[config.mk]
export PLATFORM = sky130hd
export DESIGN_NAME = m68k_bus_sequencer
export DESIGN_NICKNAME = d
export VERILOG_FILES = /design/src/rtl/m68k_bus_sequencer.sv
export SDC_FILE = /design/constraint.sdc
export NUM_CORES = 1
export LEC_CHECK = 0
export ABC_AREA = 1
export CORE_ASPECT_RATIO = 0.5
export CORE_MARGIN = 2
export CORE_UTILIZATION = 34
export DETAILED_ROUTE_END_ITERATION = 7
export RECOVER_POWER = 100
export SKIP_LAST_GASP = 1
export SYNTH_ARGS = -nofsm -noshare
export SYNTH_HDL_FRONTEND = slang
export SYNTH_SLANG_ARGS = --single-unit
[constraint.sdc]
create_clock -name i_sys_clk -period 3.35 [get_ports i_sys_clk]
set_input_delay 0.335 -clock i_sys_clk [delete_from_list [all_inputs] [get_ports i_sys_clk]]
set_output_delay 0.335 -clock i_sys_clk [all_outputs]
set_load 0.01 [all_outputs]
[src/rtl/m68k_bus_sequencer.sv]
// m68k_bus_sequencer
// Runs one 68000 bus transfer (byte, word or longword as two word cycles,
// or a 6800-style VPA/E-clock cycle) for a latched request from the Pi
// register interface. All bus-facing outputs are registered and advance
// only on the one-cycle CLK_7M edge strobes.

module m68k_bus_sequencer #(
    parameter int TIMEOUT_MC = 1024
) (
    input  logic        i_sys_clk,
    input  logic        i_reset,
    input  logic        i_mc_clk_rising,
    input  logic        i_mc_clk_falling,
    input  logic        i_start,
    input  logic [23:0] i_req_address,
    input  logic [2:0]  i_req_fc,
    input  logic        i_req_rw,
    input  logic [1:0]  i_req_size,
    input  logic [31:0] i_req_data_write,
    input  logic        i_dtack_n,
    input  logic        i_berr_n,
    input  logic        i_vpa_n,
    input  logic        i_eclk,
    output logic [22:0] o_a_out,
    output logic [15:0] o_d_out,
    input  logic [15:0] i_d_in,
    output logic [2:0]  o_fc_out,
    output logic        o_rnw_out,
    output logic        o_as_n,
    output logic        o_uds_n,
    output logic        o_lds_n,
    output logic        o_vma_n,
    output logic        o_abus_oe,
    output logic        o_dbus_oe,
    output logic        o_ctrl_oe,
    output logic        o_busy,
    output logic        o_done,
    output logic        o_terminated_normally,
    output logic [31:0] o_data_read
);

    localparam logic [1:0] SZ_BYTE = 2'd0;
    localparam logic [1:0] SZ_WORD = 2'd1;
    localparam logic [1:0] SZ_LONG = 2'd2;
    localparam logic [1:0] SZ_RSVD = 2'd3;

    // Counter wide enough to reach TIMEOUT_MC; a 1-bit stub when disabled.
    localparam int CNT_W = (TIMEOUT_MC > 1) ? $clog2(TIMEOUT_MC + 1) : 1;

    typedef enum logic [3:0] {
        ST_IDLE,
        ST_WAIT_S0,
        ST_S1,
        ST_S2,
        ST_S3,
        ST_WAIT,
        ST_VPA,
        ST_S6,
        ST_S7,
        ST_FIN
    } state_t;

    state_t             r_state;
    logic [23:0]        r_addr;
    logic [2:0]         r_fc;
    logic               r_rw;
    logic [1:0]         r_size;
    logic [31:0]        r_wdata;
    logic               r_second;
    logic               r_err;
    logic               r_vma_on;
    logic               r_eclk_d;
    logic [CNT_W-1:0]   r_to_cnt;

    logic [22:0]        r_a_out;
    logic [15:0]        r_d_out;
    logic [2:0]         r_fc_out;
    logic               r_rnw;
    logic               r_as_n;
    logic               r_uds_n;
    logic               r_lds_n;
    logic               r_vma_n;
    logic               r_abus_oe;
    logic               r_dbus_oe;
    logic               r_ctrl_oe;
    logic               r_busy;
    logic               r_done;
    logic               r_term_ok;
    logic [31:0]        r_rdata;

    logic               w_uds_en;
    logic               w_lds_en;
    logic [15:0]        w_wr_word;
    logic [31:0]        w_rd_data;
    logic               w_eclk_fall;
    logic [CNT_W-1:0]   w_to_next;
    logic               w_timeout;

    // Byte-lane selection, write word for the current cycle and merged read result.
    always_comb begin
        w_uds_en  = 1'b1;
        w_lds_en  = 1'b1;
        w_wr_word = r_wdata[15:0];
        w_rd_data = r_rdata;
        case (r_size)
            SZ_BYTE: begin
                w_uds_en  = ~r_addr[0];
                w_lds_en  = r_addr[0];
                w_wr_word = {r_wdata[7:0], r_wdata[7:0]};
                if (r_addr[0]) begin
                    w_rd_data = {24'h00_0000, i_d_in[7:0]};
                end else begin
                    w_rd_data = {24'h00_0000, i_d_in[15:8]};
                end
            end
            SZ_WORD: begin
                w_rd_data = {16'h0000, i_d_in};
            end
            SZ_LONG: begin
                if (r_second) begin
                    w_wr_word = r_wdata[15:0];
                    w_rd_data = {r_rdata[31:16], i_d_in};
                end else begin
                    w_wr_word = r_wdata[31:16];
                    w_rd_data = {i_d_in, 16'h0000};
                end
            end
            default: begin
                w_wr_word = r_wdata[15:0];
            end
        endcase
    end

    // E-clock falling-edge detect and wait-state timeout compare.
    always_comb begin
        w_eclk_fall = r_eclk_d & ~i_eclk;
        w_to_next   = r_to_cnt + {{(CNT_W-1){1'b0}}, 1'b1};
        if (TIMEOUT_MC != 0) begin
            w_timeout = (w_to_next == CNT_W'(TIMEOUT_MC));
        end else begin
            w_timeout = 1'b0;
        end
    end

    // Bus-cycle state machine with all bus and status outputs registered.
    always_ff @(posedge i_sys_clk) begin
        if (i_reset) begin
            r_state   <= ST_IDLE;
            r_addr    <= 24'h00_0000;
            r_fc      <= 3'd0;
            r_rw      <= 1'b1;
            r_size    <= SZ_BYTE;
            r_wdata   <= 32'h0000_0000;
            r_second  <= 1'b0;
            r_err     <= 1'b0;
            r_vma_on  <= 1'b0;
            r_eclk_d  <= 1'b0;
            r_to_cnt  <= '0;
            r_a_out   <= 23'h00_0000;
            r_d_out   <= 16'h0000;
            r_fc_out  <= 3'd0;
            r_rnw     <= 1'b1;
            r_as_n    <= 1'b1;
            r_uds_n   <= 1'b1;
            r_lds_n   <= 1'b1;
            r_vma_n   <= 1'b1;
            r_abus_oe <= 1'b0;
            r_dbus_oe <= 1'b0;
            r_ctrl_oe <= 1'b0;
            r_busy    <= 1'b0;
            r_done    <= 1'b0;
            r_term_ok <= 1'b0;
            r_rdata   <= 32'h0000_0000;
        end else begin
            r_eclk_d <= i_eclk;
            r_done   <= 1'b0;
            case (r_state)
                ST_IDLE: begin
                    if (i_start) begin
                        if (i_req_size == SZ_RSVD) begin
                            // Reserved size: complete at once with an error, bus untouched.
                            r_done    <= 1'b1;
                            r_term_ok <= 1'b0;
                        end else begin
                            r_addr   <= i_req_address;
                            r_fc     <= i_req_fc;
                            r_rw     <= i_req_rw;
                            r_size   <= i_req_size;
                            r_wdata  <= i_req_data_write;
                            r_second <= 1'b0;
                            r_err    <= 1'b0;
                            r_busy   <= 1'b1;
                            r_state  <= ST_WAIT_S0;
                        end
                    end
                end
                ST_WAIT_S0: begin
                    if (i_mc_clk_falling) begin
                        r_a_out   <= r_addr[23:1];
                        r_fc_out  <= r_fc;
                        r_rnw     <= r_rw;
                        r_abus_oe <= 1'b1;
                        r_ctrl_oe <= 1'b1;
                        r_state   <= ST_S1;
                    end
                end
                ST_S1: begin
                    if (i_mc_clk_rising) begin
                        r_as_n <= 1'b0;
                        // Reads open the data strobes together with AS.
                        if (r_rw) begin
                            r_uds_n <= ~w_uds_en;
                            r_lds_n <= ~w_lds_en;
                        end
                        r_state <= ST_S2;
                    end
                end
                ST_S2: begin
                    if (i_mc_clk_falling) begin
                        // Writes put data on the bus, then strobe it half a clock after AS.
                        if (!r_rw) begin
                            r_d_out   <= w_wr_word;
                            r_dbus_oe <= 1'b1;
                            r_uds_n   <= ~w_uds_en;
                            r_lds_n   <= ~w_lds_en;
                        end
                        r_state <= ST_S3;
                    end
                end
                ST_S3: begin
                    if (i_mc_clk_rising) begin
                        r_to_cnt <= '0;
                        r_vma_on <= 1'b0;
                        r_state  <= ST_WAIT;
                    end
                end
                ST_WAIT: begin
                    if (i_mc_clk_falling) begin
                        if (!i_berr_n) begin
                            r_as_n    <= 1'b1;
                            r_uds_n   <= 1'b1;
                            r_lds_n   <= 1'b1;
                            r_vma_n   <= 1'b1;
                            r_dbus_oe <= 1'b0;
                            r_err     <= 1'b1;
                            r_state   <= ST_FIN;
                        end else if (!i_dtack_n) begin
                            r_state <= ST_S6;
                        end else if (!i_vpa_n) begin
                            r_state <= ST_VPA;
                        end
                    end else if (i_mc_clk_rising) begin
                        r_to_cnt <= w_to_next;
                        if (w_timeout) begin
                            r_as_n    <= 1'b1;
                            r_uds_n   <= 1'b1;
                            r_lds_n   <= 1'b1;
                            r_vma_n   <= 1'b1;
                            r_dbus_oe <= 1'b0;
                            r_err     <= 1'b1;
                            r_state   <= ST_FIN;
                        end
                    end
                end
                ST_VPA: begin
                    // First E fall opens VMA, the next one closes the synchronous cycle.
                    if (w_eclk_fall) begin
                        if (r_vma_on) begin
                            r_state <= ST_S6;
                        end else begin
                            r_vma_n  <= 1'b0;
                            r_vma_on <= 1'b1;
                        end
                    end
                end
                ST_S6: begin
                    if (i_mc_clk_rising) begin
                        r_state <= ST_S7;
                    end
                end
                ST_S7: begin
                    if (i_mc_clk_falling) begin
                        if (r_rw) begin
                            r_rdata <= w_rd_data;
                        end
                        r_as_n    <= 1'b1;
                        r_uds_n   <= 1'b1;
                        r_lds_n   <= 1'b1;
                        r_vma_n   <= 1'b1;
                        r_dbus_oe <= 1'b0;
                        r_state   <= ST_FIN;
                    end
                end
                ST_FIN: begin
                    r_abus_oe <= 1'b0;
                    r_ctrl_oe <= 1'b0;
                    r_rnw     <= 1'b1;
                    if (!r_err && (r_size == SZ_LONG) && !r_second) begin
                        // Second half of a longword: next word address, wraps at 24 bits.
                        r_second <= 1'b1;
                        r_addr   <= r_addr + 24'd2;
                        r_state  <= ST_WAIT_S0;
                    end else begin
                        r_done    <= 1'b1;
                        r_term_ok <= ~r_err;
                        r_busy    <= 1'b0;
                        r_state   <= ST_IDLE;
                    end
                end
                default: begin
                    r_state <= ST_IDLE;
                end
            endcase
        end
    end

    assign o_a_out               = r_a_out;
    assign o_d_out               = r_d_out;
    assign o_fc_out              = r_fc_out;
    assign o_rnw_out             = r_rnw;
    assign o_as_n                = r_as_n;
    assign o_uds_n               = r_uds_n;
    assign o_lds_n               = r_lds_n;
    assign o_vma_n               = r_vma_n;
    assign o_abus_oe             = r_abus_oe;
    assign o_dbus_oe             = r_dbus_oe;
    assign o_ctrl_oe             = r_ctrl_oe;
    assign o_busy                = r_busy;
    assign o_done                = r_done;
    assign o_terminated_normally = r_term_ok;
    assign o_data_read           = r_rdata;

endmodule

==> impl_table.tex <==
\begin{tabular}{lr}
\hline
Metric & Value \\
\hline
\multicolumn{2}{l}{\textbf{Yosys}} \\
\quad Simple-Gate Fraction of Synth Area & 28.8\% \\
\quad Main area contributors after synthesis & sky130\_fd\_sc\_hd\_\_dfxtp\_1 44\%, sky130\_fd\_sc\_hd\_\_nand2\_1 10\%, sky130\_fd\_sc\_hd\_\_nor2\_1 8.1\%, sky130\_fd\_sc\_hd\_\_o21ai\_0 6.8\%, sky130\_fd\_sc\_hd\_\_a21oi\_1 6.4\% \\
\quad Largest family of logic cells by synthesized area & simple AND/OR/NAND/NOR gates \\
\quad Mux share of post-synthesis cell area & 0\% \\
\quad Combined area of all synthesized cells & approximately 7600 sq um \\
\quad Number of flops mapped to enable cells by yosys & 0 \\
\quad Fraction of synthesized cell area in xor and xnor cells & under 10\% \\
\quad Dominant cell type by area after synthesis & sky130\_fd\_sc\_hd\_\_dfxtp\_1 \\
\quad Ys flop type & sky130\_fd\_sc\_hd\_\_dfxtp\_1 \\
\quad Sequential-to-total area share from yosys stat & a little over two fifths \\
\quad Warnings from Yosys & 0 \\
\quad Distinct cell type count after synthesis & 39 \\
\quad Fraction of registers with async set or reset after synthesis & 0\% \\
\quad Avg Synthesized Cell Area & 7.08 sq um \\
\quad Number of cells produced by synthesis & 1068 \\
\quad Compound-cell area share of the yosys netlist & 18.0\% \\
\quad Number of synthesized register bits & approximately 170 \\
\quad Proportion of netlist area held by the largest area contributor & 43.7\% \\
\quad Synth Net Count & approximately 1200 \\
\quad Synth Area in Adders & 0.993\% \\
\multicolumn{2}{l}{\textbf{Timing}} \\
\quad Setup Total Neg Slack & 0 ns \\
\quad Clk\_skew & about 0.012 ns \\
\quad Post-route worst hold slack & 0.448 ns \\
\quad Setup repair after global routing missed its margin & false \\
\quad Pin slew with the least headroom to its limit & 1.68 ns \\
\quad Clock period minus final worst setup slack & around 2.8 ns \\
\quad Headroom to the max-slew limit & -11.7\% \\
\quad Final number of hold-violating endpoints & 0 \\
\quad Fmax achieved & 359 MHz \\
\quad Share of the clock period used by the worst path after layout & between 80 and 90\% \\
\quad Final-report max-slew violation count & 78 \\
\quad Finish-stage setup viols & 0 \\
\multicolumn{2}{l}{\textbf{Floorplanning}} \\
\quad Placeable Area & between 20000 and 25000 sq um \\
\quad Area of the die & 23500 sq um \\
\quad Initial core utilization & 34.8\% \\
\quad Die Span X & 215 um \\
\quad Rows & 38 \\
\quad Number of I/O pins & approximately 170 \\
\quad Vert. Die Dim & $\sim$110 um \\
\multicolumn{2}{l}{\textbf{Detailed routing}} \\
\quad Total length of routed met3 wires & about 1.2 mm \\
\quad Met2 routed WL & $\sim$11 mm \\
\quad Number of vias after detailed routing & 7625 \\
\quad Total wirelength of the detailed-routed design & 22.8 mm \\
\quad Average wire per cell in the routed design & between 15 and 20 um \\
\quad Post-route ant nets & 0 \\
\quad Uppermost metal layer occupied by signal nets & met4 \\
\quad DRC viols & 0 \\
\quad Detailed-route wire length on metal 1 & 10.8 mm \\
\quad Drt via density & about 5 \\
\quad First-pass iteration count of the detailed router & 5 \\
\quad Detailed Route Iter0 Violations & 485 \\
\multicolumn{2}{l}{\textbf{Setup path}} \\
\quad Start-to-end type of the worst setup path & reg -> reg \\
\quad FF-to-FF End & o\_data\_read[16] \\
\quad Cell with the largest stage delay on the worst path & sky130\_fd\_sc\_hd\_\_nor2\_1 \\
\quad Reg2Reg Depth & 9 \\
\quad Cell breakdown of the critical path & inv\_1 > nor2\_1 > nand2\_1 > nor4\_4 > buf\_4 > inv\_1 > nor2\_1 > nand3\_1 > a21oi\_1 \\
\quad Worst-path maximum fanout & 32 \\
\quad Startpoint of the most critical register-to-register path & r\_state[3] \\
\quad Maximum cell stage delay along the critical path & $\sim$0.85 ns \\
\quad Flop2flop setup slack & $\sim$0.56 ns \\
\quad Startpoint type of the worst setup path & flip-flop \\
\quad Worst Setup End Kind & flip-flop \\
\quad Data arrival time of the worst path & 3.12 ns \\
\quad Data required time at the worst endpoint & roughly 3.7 ns \\
\multicolumn{2}{l}{\textbf{Clock network}} \\
\quad Buffer count from post-CTS setup fixing & 0 \\
\quad CTS-repair resized insts & 0 \\
\quad TritonCTS sink count & $\sim$170 \\
\quad CTS tree & done \\
\quad CTS Hold Buffers Added & 0 \\
\quad H-tree levels & 4 \\
\quad Clock tree root driver cell & sky130\_fd\_sc\_hd\_\_clkbuf\_16 \\
\quad Clock buffers created by TritonCTS & 17 \\
\quad Clk\_lat worst skew & $\sim$0.43 ns \\
\quad Maximum count of clock buffers along a single path & 2 \\
\quad Clk pin slew, worst setup/hold paths & $\sim$0.07 ns \\
\multicolumn{2}{l}{\textbf{Worst hold path}} \\
\quad Launch instance of the worst min-delay path & i\_eclk \\
\quad Worst hold path type & in -> reg \\
\quad Cell depth of the worst min-delay path & 3 \\
\quad Hold-critical path endpoint & r\_eclk\_d \\
\multicolumn{2}{l}{\textbf{GRT}} \\
\quad Initial antenna violation count & 0 \\
\quad Maximum number of pins on one net before global-route repair & 78 \\
\quad Vias in the first global route & about 7200 \\
\quad Total congestion overflow & 0 \\
\quad Global-route wire length before repair & between 30 and 40 mm \\
\quad Overall Global Routing Usage & around a fifth \\
\multicolumn{2}{l}{\textbf{Status}} \\
\quad Status & finished with violations \\
\quad Violated checks & max-capacitance violations, max-slew violations \\
\multicolumn{2}{l}{\textbf{Power}} \\
\quad Maximum VDD drop & 0.343 mV \\
\quad Leak Pwr & approximately 3.8 nW \\
\quad Cell area power density & 577 nW/um\^{}2 \\
\multicolumn{2}{l}{\textbf{Layout}} \\
\quad Final layout net count & 1300 \\
\quad Area of the multi-input gates & 3690 sq um \\
\quad Inserted Diodes & 0 \\
\quad Proportion of layout cells with a drive suffix above 1 & 4.34\% \\
\quad \# fillers & $\sim$2200 \\
\quad Sequential cell area in the final layout & between 3000 and 4000 sq um \\
\quad Most frequent cells in the layout & 208 x sky130\_fd\_sc\_hd\_\_nand2\_1, 168 x sky130\_fd\_sc\_hd\_\_nor2\_1, 165 x sky130\_fd\_sc\_hd\_\_dfxtp\_1, 104 x sky130\_fd\_sc\_hd\_\_o21ai\_0, 96 x sky130\_fd\_sc\_hd\_\_a21oi\_1 \\
\quad Leading cell type in the layout, fill and taps excluded & sky130\_fd\_sc\_hd\_\_nand2\_1 \\
\quad Post-Layout Cell Count & 1520 \\
\quad Area growth from synthesis to final layout & 31.9\% \\
\multicolumn{2}{l}{\textbf{Place}} \\
\quad Inst Count DP & about 1500 \\
\quad Final weighted congestion in routability-driven placement & 0.851 \\
\quad Buffers on Ports & roughly 170 \\
\quad Detailed Place HPWL & about 16 mm \\
\multicolumn{2}{l}{\textbf{Run}} \\
\quad Number of maximum-capacitance violations & 1 \\
\hline
\end{tabular}
[critical path, delay by kind of cell, from the launching register on]
kind | cells | cell delay [ns]
and+or+nand+nor | 5 | 1.60
buffers and inverters | 3 | 0.52
DFF | 1 | 0.38
AOI/OAI and AO/OA | 1 | 0.18
[synth_stat cells (3+ instances only)]
cell,instances
sky130_fd_sc_hd__clkbuf_1,40
sky130_fd_sc_hd__buf_6,3
sky130_fd_sc_hd__nor3_1,11
sky130_fd_sc_hd__buf_4,4
sky130_fd_sc_hd__nand3_2,4
sky130_fd_sc_hd__a211oi_1,4
sky130_fd_sc_hd__nor2_1,163
sky130_fd_sc_hd__ha_1,6
sky130_fd_sc_hd__a31oi_1,12
sky130_fd_sc_hd__buf_2,13
sky130_fd_sc_hd__nand3_1,86
sky130_fd_sc_hd__or2_2,4
sky130_fd_sc_hd__a41oi_1,8
sky130_fd_sc_hd__nand4_1,17
sky130_fd_sc_hd__inv_2,6
sky130_fd_sc_hd__inv_1,59
sky130_fd_sc_hd__nand2_1,206
sky130_fd_sc_hd__o221ai_1,5
sky130_fd_sc_hd__nor2_2,4
sky130_fd_sc_hd__xor2_1,9
sky130_fd_sc_hd__nand3b_1,3
sky130_fd_sc_hd__a21oi_1,96
sky130_fd_sc_hd__dfxtp_1,165
sky130_fd_sc_hd__xnor2_1,3
sky130_fd_sc_hd__o21ai_0,102
sky130_fd_sc_hd__a22oi_1,10
sky130_fd_sc_hd__o211ai_1,7
sky130_fd_sc_hd__nand2_2,3
[per-stage QoR]
stage / util (%) / cell area [sq um] / worst slack, ns / power (mW)
6_report: 45.9 / 9970 / 0.563 / 5.75
3_3_place_gp: 43.5 / 9440 / 0.817 / 3.89
2_1_floorplan: - / 7560 / 1.60 / 3.39
4_1_cts: 46.1 / 10000 / 0.764 / 5.84
3_5_place_dp: 43.5 / 9440 / 0.804 / 3.91
5_1_grt: 45.9 / 9970 / 0.208 / 6.08
[layout make-up]
type                       instances  share of cell area (%)
clock buffer                      22                    4.76
clock inverter                    10                   0.991
inverter                          67                    2.52
multi-input combinational        774                    37.0
sequential                       165                    33.1
tap                              300                    3.77
timing repair buffer             182                    17.8
[report_power, final]
part	internal, mW	switching (mW)
registers	2.20	0.202
logic	0.521	0.910
clock network	1.09	0.829
[kinds of logic after synthesis]
kind of cell               after synthesis
buffers and inverters                  129
DFF                                    165
AOI/OAI and AO/OA                      248
and+or+nand+nor                        508
adders and majority gates                6
xor gates and xnor gates                12
[how the worst max path moves through the flow]
stage                                 end  slack (ns)  cells past startpoint       start
after floorplan                 r_addr[1]        1.60                     10   r_size[0]
after global placement         r_addr[15]        0.82                     10  r_state[0]
after detailed placement       r_addr[15]        0.80                     10  r_state[0]
after CTS                      r_addr[15]        0.76                     10  r_state[0]
after global routing           r_addr[17]        0.21                     10  r_state[0]
final                     o_data_read[16]        0.56                      9  r_state[3]
[per-layer routing]
layer	GRT usage, %	vias to the layer above
met1	25.1	3562
met4	5.56	0
met2	32.9	175
li1	-	3868
met3	4.34	20
met5	0	-
[state kept, by name, summed over array words and instances, names as in the netlist, 2 cells and up]
signal / flops
o_a_out: 23
o_d_out: 16
o_data_read: 32
o_fc_out: 3
r_addr: 24
r_fc: 3
r_size: 2
r_state: 4
r_to_cnt: 11
r_wdata: 32
No activity file was read; power rests on OpenSTA's default activity.
